$ cat config.mk
export PLATFORM = sky130hd
export DESIGN_NAME = fifo_stream_packer_flat
export DESIGN_NICKNAME = d
export VERILOG_FILES = /design/src/rtl/fifo_stream_packer_if.sv /design/src/rtl/fifo_stream_packer.sv /design/src/flat_wrapper.sv
export SDC_FILE = /design/constraint.sdc
export NUM_CORES = 1
export LEC_CHECK = 0
export ABC_AREA = 0
export BUFFER_PORTS_ARGS = -buffer_cell sky130_fd_sc_hd__buf_4
export CAP_MARGIN = 20
export CELL_PAD_IN_SITES_DETAIL_PLACEMENT = 0
export CELL_PAD_IN_SITES_GLOBAL_PLACEMENT = 1
export CORE_MARGIN = 5
export CORE_UTILIZATION = 33
export CTS_CLUSTER_DIAMETER = 80
export DETAILED_ROUTE_END_ITERATION = 6
export PLACE_DENSITY_LB_ADDON = 0.1
export SLEW_MARGIN = 25
export SYNTH_ARGS = -nofsm -noshare
export SYNTH_HDL_FRONTEND = slang
export SYNTH_SLANG_ARGS = --single-unit
$ cat constraint.sdc
create_clock -name clk -period 1.7 [get_ports clk]
set_clock_uncertainty 0.1 [all_clocks]
set_input_delay 0.085 -clock clk [delete_from_list [all_inputs] [get_ports clk]]
set_output_delay 0.085 -clock clk [all_outputs]
set_load 0.03 [all_outputs]
$ cat src/rtl/fifo_stream_packer_if.sv
// FIFO read side plus valid/ready/last stream bundle for fifo_stream_packer.
// master = the packer, slave = FIFO/fabric side.
interface fifo_stream_packer_if #(
  parameter int DATA_WIDTH = 32
);
  logic                  fifo_empty;
  logic [DATA_WIDTH-1:0] fifo_data;
  logic                  r_ready;
  logic                  m_tvalid;
  logic                  m_tready;
  logic [DATA_WIDTH-1:0] m_tdata;
  logic                  m_tlast;

  modport master (
    input  fifo_empty, fifo_data, m_tready,
    output r_ready, m_tvalid, m_tdata, m_tlast
  );

  modport slave (
    output fifo_empty, fifo_data, m_tready,
    input  r_ready, m_tvalid, m_tdata, m_tlast
  );
endinterface

$ cat src/rtl/fifo_stream_packer.sv
// Pops a show-ahead FIFO into a fixed-length valid/ready/last packet stream.
// Define PACKER_TIMEOUT_EN to zero-pad partial packets after TIMEOUT idle cycles.
module fifo_stream_packer #(
  parameter int DATA_WIDTH    = 32,
  parameter int PKT_LEN       = 4,
  parameter int PKT_CNT_WIDTH = 16,
  parameter int TIMEOUT       = 8
) (
  input  logic                     clk,
  input  logic                     reset,
  fifo_stream_packer_if.master     bus,
  output logic                     busy,
  output logic [PKT_CNT_WIDTH-1:0] pkt_cnt
);

  localparam int CW = $clog2(PKT_LEN);
  localparam logic [CW-1:0] LAST = CW'(PKT_LEN - 1);

`ifdef PACKER_TIMEOUT_EN
  typedef enum logic [1:0] {
    IDLE   = 2'd0,
    STREAM = 2'd1,
    PAD    = 2'd2
  } state_e;
  logic [7:0] idle_q, idle_d;
`else
  typedef enum logic [1:0] {
    IDLE   = 2'd0,
    STREAM = 2'd1
  } state_e;
`endif

  state_e                   state_q, state_d;
  logic [CW-1:0]            word_cnt_q, word_cnt_d;
  logic [PKT_CNT_WIDTH-1:0] pkt_cnt_q, pkt_cnt_d;
  logic                     m_tvalid_q, m_tvalid_d;
  logic [DATA_WIDTH-1:0]    m_tdata_q, m_tdata_d;
  logic                     m_tlast_q, m_tlast_d;

  logic out_free, pop, pad_emit, load, accept, last_word;

  always_comb begin
    out_free  = !m_tvalid_q || bus.m_tready;
    accept    = m_tvalid_q && bus.m_tready;
    last_word = (word_cnt_q == LAST);
`ifdef PACKER_TIMEOUT_EN
    pop      = !reset && !bus.fifo_empty && out_free
               && (state_q != PAD);
    pad_emit = (state_q == PAD) && out_free;
`else
    pop      = !reset && !bus.fifo_empty && out_free;
    pad_emit = 1'b0;
`endif
    load = pop || pad_emit;
  end

  // Datapath: a pop or pad load refills the output stage even on an accept edge.
  always_comb begin
    m_tvalid_d = m_tvalid_q;
    m_tdata_d  = m_tdata_q;
    m_tlast_d  = m_tlast_q;
    word_cnt_d = word_cnt_q;
    pkt_cnt_d  = pkt_cnt_q;
    if (accept) begin
      m_tvalid_d = 1'b0;
      if (m_tlast_q) pkt_cnt_d = pkt_cnt_q + 1'b1;
    end
    if (load) begin
      m_tvalid_d = 1'b1;
      m_tdata_d  = pop ? bus.fifo_data : '0;
      m_tlast_d  = last_word;
      word_cnt_d = last_word ? '0 : word_cnt_q + 1'b1;
    end
  end

  always_comb begin
    state_d = state_q;
`ifdef PACKER_TIMEOUT_EN
    idle_d = '0;
`endif
    unique case (state_q)
      IDLE: if (pop) state_d = STREAM;
      STREAM: begin
        if (pop && last_word) state_d = IDLE;
`ifdef PACKER_TIMEOUT_EN
        if (!pop) begin
          idle_d = idle_q;
          if (bus.fifo_empty && out_free) begin
            if (idle_q == 8'(TIMEOUT - 1)) begin
              idle_d  = '0;
              state_d = PAD;
            end else begin
              idle_d = idle_q + 8'd1;
            end
          end
        end
`endif
      end
`ifdef PACKER_TIMEOUT_EN
      PAD: if (pad_emit && last_word) state_d = IDLE;
`endif
      default: state_d = IDLE;
    endcase
  end

  always_ff @(posedge clk) begin
    if (reset) begin
      state_q    <= IDLE;
      word_cnt_q <= '0;
      pkt_cnt_q  <= '0;
      m_tvalid_q <= 1'b0;
      m_tdata_q  <= '0;
      m_tlast_q  <= 1'b0;
`ifdef PACKER_TIMEOUT_EN
      idle_q     <= '0;
`endif
    end else begin
      state_q    <= state_d;
      word_cnt_q <= word_cnt_d;
      pkt_cnt_q  <= pkt_cnt_d;
      m_tvalid_q <= m_tvalid_d;
      m_tdata_q  <= m_tdata_d;
      m_tlast_q  <= m_tlast_d;
`ifdef PACKER_TIMEOUT_EN
      idle_q     <= idle_d;
`endif
    end
  end

  assign bus.r_ready  = pop;
  assign bus.m_tvalid = m_tvalid_q;
  assign bus.m_tdata  = m_tdata_q;
  assign bus.m_tlast  = m_tlast_q;
  assign busy         = (word_cnt_q != '0);
  assign pkt_cnt      = pkt_cnt_q;

endmodule

$ cat src/flat_wrapper.sv
// flat-port wrapper written by rule: the top's interface ports become plain ports
module fifo_stream_packer_flat 
#(
  parameter int DATA_WIDTH    = 32,
  parameter int PKT_LEN       = 4,
  parameter int PKT_CNT_WIDTH = 16,
  parameter int TIMEOUT       = 8
)
  (clk, reset, busy, pkt_cnt, bus_fifo_empty, bus_fifo_data, bus_m_tready, bus_r_ready, bus_m_tvalid, bus_m_tdata, bus_m_tlast);
  fifo_stream_packer_if #(.DATA_WIDTH(DATA_WIDTH)) bus_i ();
  input  logic clk;
  input  logic reset;
  output logic busy;
  output logic [PKT_CNT_WIDTH-1:0] pkt_cnt;
  input wire logic [$bits(bus_i.fifo_empty)-1:0] bus_fifo_empty;
  input wire logic [$bits(bus_i.fifo_data)-1:0] bus_fifo_data;
  input wire logic [$bits(bus_i.m_tready)-1:0] bus_m_tready;
  output wire logic [$bits(bus_i.r_ready)-1:0] bus_r_ready;
  output wire logic [$bits(bus_i.m_tvalid)-1:0] bus_m_tvalid;
  output wire logic [$bits(bus_i.m_tdata)-1:0] bus_m_tdata;
  output wire logic [$bits(bus_i.m_tlast)-1:0] bus_m_tlast;
  assign bus_i.fifo_empty = bus_fifo_empty;
  assign bus_i.fifo_data = bus_fifo_data;
  assign bus_i.m_tready = bus_m_tready;
  assign bus_r_ready = bus_i.r_ready;
  assign bus_m_tvalid = bus_i.m_tvalid;
  assign bus_m_tdata = bus_i.m_tdata;
  assign bus_m_tlast = bus_i.m_tlast;
  fifo_stream_packer #(.DATA_WIDTH(DATA_WIDTH), .PKT_LEN(PKT_LEN), .PKT_CNT_WIDTH(PKT_CNT_WIDTH), .TIMEOUT(TIMEOUT)) u_core (.clk(clk), .reset(reset), .bus(bus_i), .busy(busy), .pkt_cnt(pkt_cnt));
endmodule
==> metrics list <==
- HPWL after DPL: 3840 um
- The worst setup path is launched from a primary input.
- Global-route usage over all layers: 14.6%
* Effective utilization at floorplan: 34.4%
- The die is 89 um wide.
- Measured against its own limit, the worst slew margin works out to 71.8%.
- Clock latency on the worst-skew pair: 300 ps
- Worst Reg-to-Reg Cells: 5
- Length of the first detailed-routing pass in iterations: 4
- In this run the worst path has a maximum fanout of 7.
- Static leakage: 1.45 nW
- Layout Area Growth over Synthesis: 59.5%
* Unrepaired setup endpoints after global routing: false
* Arrival @ worst endpoint: 1420 ps
* Power density over cell area: 748 mW/mm2
- 0 antenna diodes ended up in the layout.
- Number of storage elements in the synthesis netlist: 52
- Detailed routing placed a total of 2790 um of wire on met2.
- Max-capacitance violation count: 0
- Port Buffers: 87
- Share of total power in sequential cells: 52.6%
- The library cells used most frequently in the layout, excluding fill and tap cells, are 99 x buf_4, 74 x nand2_1, 48 x dfxtp_1, 40 x a21oi_1, 33 x dlygate4sd3_1.
- Per report_power, the combinational group accounts for 18.1% of the total.
* Die area: 0.00792 mm2
* Final Power: 2.46 mW
- Final ANT Viol Nets: 0
* Total net switching power: 649 uW
- Status: completed
- At the end of routability-driven placement, the weighted congestion stood at 0.695.
- The setup path with the least slack is of type primary input to output pin.
- The worst setup path is captured at an output pin.
- Destination of the critical timing path: bus_r_ready
* Fmax achieved: 623 MHz
- The number of antenna violations at the first check in global routing was 0.
- Register-to-register path setup slack: 140 ps
* Post-layout instance count excluding filler cells: 452
- Counting every net in the synthesized netlist gives 290.
- The worst path in the final design needs a cycle of 1600 ps, including I/O delays and setup.
- TritonCTS clock tree: done
* Routed WL per cell: 12.6 um
- Number of clock buffers inserted by TritonCTS: 5
- Total of warnings raised by yosys: 0
* Cell-internal power: 1.81 mW
* Critical R2R Launch: u_core.pkt_cnt[0]
* Placed Cells incl. Taps: 411
- Reg2Reg Capture Point: u_core.pkt_cnt[6]
- After synthesis the cells add up to 0.00206 mm2.
- Final sum of negative setup slack: 0 ps
- Total number of placement rows: 28
- In the final design database the tool counted 415 nets.
* Clock transition time at the flip-flop clock pins of the worst setup and hold paths: 80 ps
* Y dimension of the die: 89 um
- Yosys mapped the design onto 30 distinct sky130hd cell types.
* H-tree depth reported by CTS: 2
- Buffers inserted during post-CTS setup optimization: 0
- For this block, the routed nets add up to 5680 um of wire.
* Sequential cell area fraction in the yosys report: 50.5%
- In the final routing, the length of wire on met1 measures 2420 um.
- Uppermost signal routing layer after detailed routing: met4
* Type of the tightest min-delay check: primary input to register
* Final Hold Slack: 38.8 ps
- The floorplan step defined a core boundary enclosing 0.00599 mm2.
* I/O pin count: 88
- Via count of the first global-routing pass: 1993
- The clock network is responsible for 29.3% of the overall power.
* DR WL met3: 388 um
- Final Instance Area: 0.00328 mm2
- Post-Syn Instances: 251
* Fraction of final layout cells sized beyond drive strength 1: 31.3%
- The most critical setup path has its startpoint at bus_fifo_empty.
- A synthesized cell averages 8.21 um2.
- Max Buffers Root-to-Sink: 2
- Final hold vios: 0
* Global-route wire length before repair: 9290 um
* Pin count of the biggest net entering global routing: 40
- Ratio of final minimum period to clock period: 94.4%
* Master cell of the clock root buffer: clkbuf_8
- Sw Share: 26.4%
- Data on the critical path is required at its endpoint by 1510 ps.
- Most common cell after layout, fill and taps aside: buf_4
- Setup violations remaining at the end of the flow were counted as 0.
- Post-detailed-route via-to-cell ratio: 4.57
- Number of remaining DRC errors: 0
* Number of max-slew violations in the final report: 0
- Summing over every cut layer, the via total after detailed routing is 2065.
* Actual transition at the worst max-transition pin: 423 ps
* Placed Area: 0.00286 mm2
- Largest voltage drop on the vdd net: 460 uV
- Total gr overflow: 0
* Clock sink count: 52
* DRT iter0 DRCs: 39
[routing by layer]
metal | vias to the layer above | GRT usage [%]
met4 | 0 | 4.47
met3 | 7 | 4.06
met2 | 47 | 24.8
li1 | 1074 | -
met1 | 937 | 18.0
met5 | - | 0
[state kept, by name, summed over array words and instances (netlist names)]
name                 count
u_core.word_cnt_q        2
u_core.bus.m_tvalid      1
u_core.bus.m_tlast       1
u_core.pkt_cnt          16
u_core.bus.m_tdata      32
[worst max-delay path, cell delays in order]
cell	delay [ps]
dlygate4sd3_1	540
buf_4	140
nand2b_1	200
buf_4	190
nor2_1	90
buf_4	170
[synthesized netlist by cell type (all sizes together)]
library cell | count | share of area [%]
nand2b | 2 | 0.61
nor2 | 15 | 2.7
a41o | 1 | 0.49
a31o | 2 | 0.85
nor3 | 5 | 1.2
ha | 3 | 1.8
a21o | 1 | 0.36
a311oi | 1 | 0.43
dfxtp | 52 | 51
nor3b | 1 | 0.36
inv | 8 | 1.5
nand2 | 74 | 13
nand3 | 4 | 0.97
and3 | 1 | 0.30
o21ai | 1 | 0.24
nand4 | 7 | 2.9
clkbuf | 5 | 0.91
buf | 10 | 2.3
mux2 | 1 | 0.73
xnor2 | 8 | 3.4
nor2b | 2 | 0.61
a21oi | 40 | 9.7
xor2 | 1 | 0.43
or3 | 2 | 0.61
nor4 | 4 | 2.6
[kinds of logic after synthesis]
family	after synthesis	share of synthesized area, %
xor+xnor	9	3.83
simple gates	117	26.3
buf+inv	23	4.68
flops	52	50.5
mux	1	0.729
fa+ha+maj	3	1.82
compound gates	46	12.1
[repair_timing]
| item | CTS | global route |
|---|---|---|
| hold buffers | 33 | 0 |
| resized for setup | 0 | 1 |
| endpoints found under the hold margin | 33 | 0 |
| setup endpoints to repair | 0 | 1 |
[worst min-delay path by stage]
stage	start	end	slack, ps	depth (start not counted)
2_1_floorplan	bus_fifo_empty	u_core.bus.m_tvalid	70	1
3_3_place_gp	bus_fifo_empty	u_core.bus.m_tvalid	180	2
3_5_place_dp	bus_fifo_empty	u_core.bus.m_tvalid	180	2
4_1_cts	bus_m_tready	u_core.bus.m_tvalid	30	3
5_1_grt	bus_m_tready	u_core.bus.m_tvalid	40	3
6_report	bus_m_tready	u_core.bus.m_tvalid	40	3
[metrics by stage]
| step | util, % | setup slack (ps) |
|---|---|---|
| 6_report | 54.8 | 95.5 |
| 5_1_grt | 54.8 | 8.65 |
| 4_1_cts | 54.7 | 66.2 |
| 3_5_place_dp | 47.7 | 120 |
| 3_3_place_gp | 47.7 | 141 |
| 2_1_floorplan | - | 14.8 |
[power groups by stage]
stage          registers, mW  logic [mW]  clock network [mW]
5_1_grt                 1.30       0.483               0.793
2_1_floorplan           1.41       0.119                   0
3_3_place_gp            1.32       0.388                   0
3_5_place_dp            1.32       0.390                   0
6_report                1.29       0.444               0.720
4_1_cts                 1.29       0.450               0.747
[cell type report]
class	instances	area [um2]
fillers	599	2710
repair buffers	133	1090
well taps	75	93.8
multi-input cells	176	931
flip-flops and latches	52	1050
clock buffers	8	90.1
inverters	8	30.0
No activity file was read; power rests on OpenSTA's default activity.
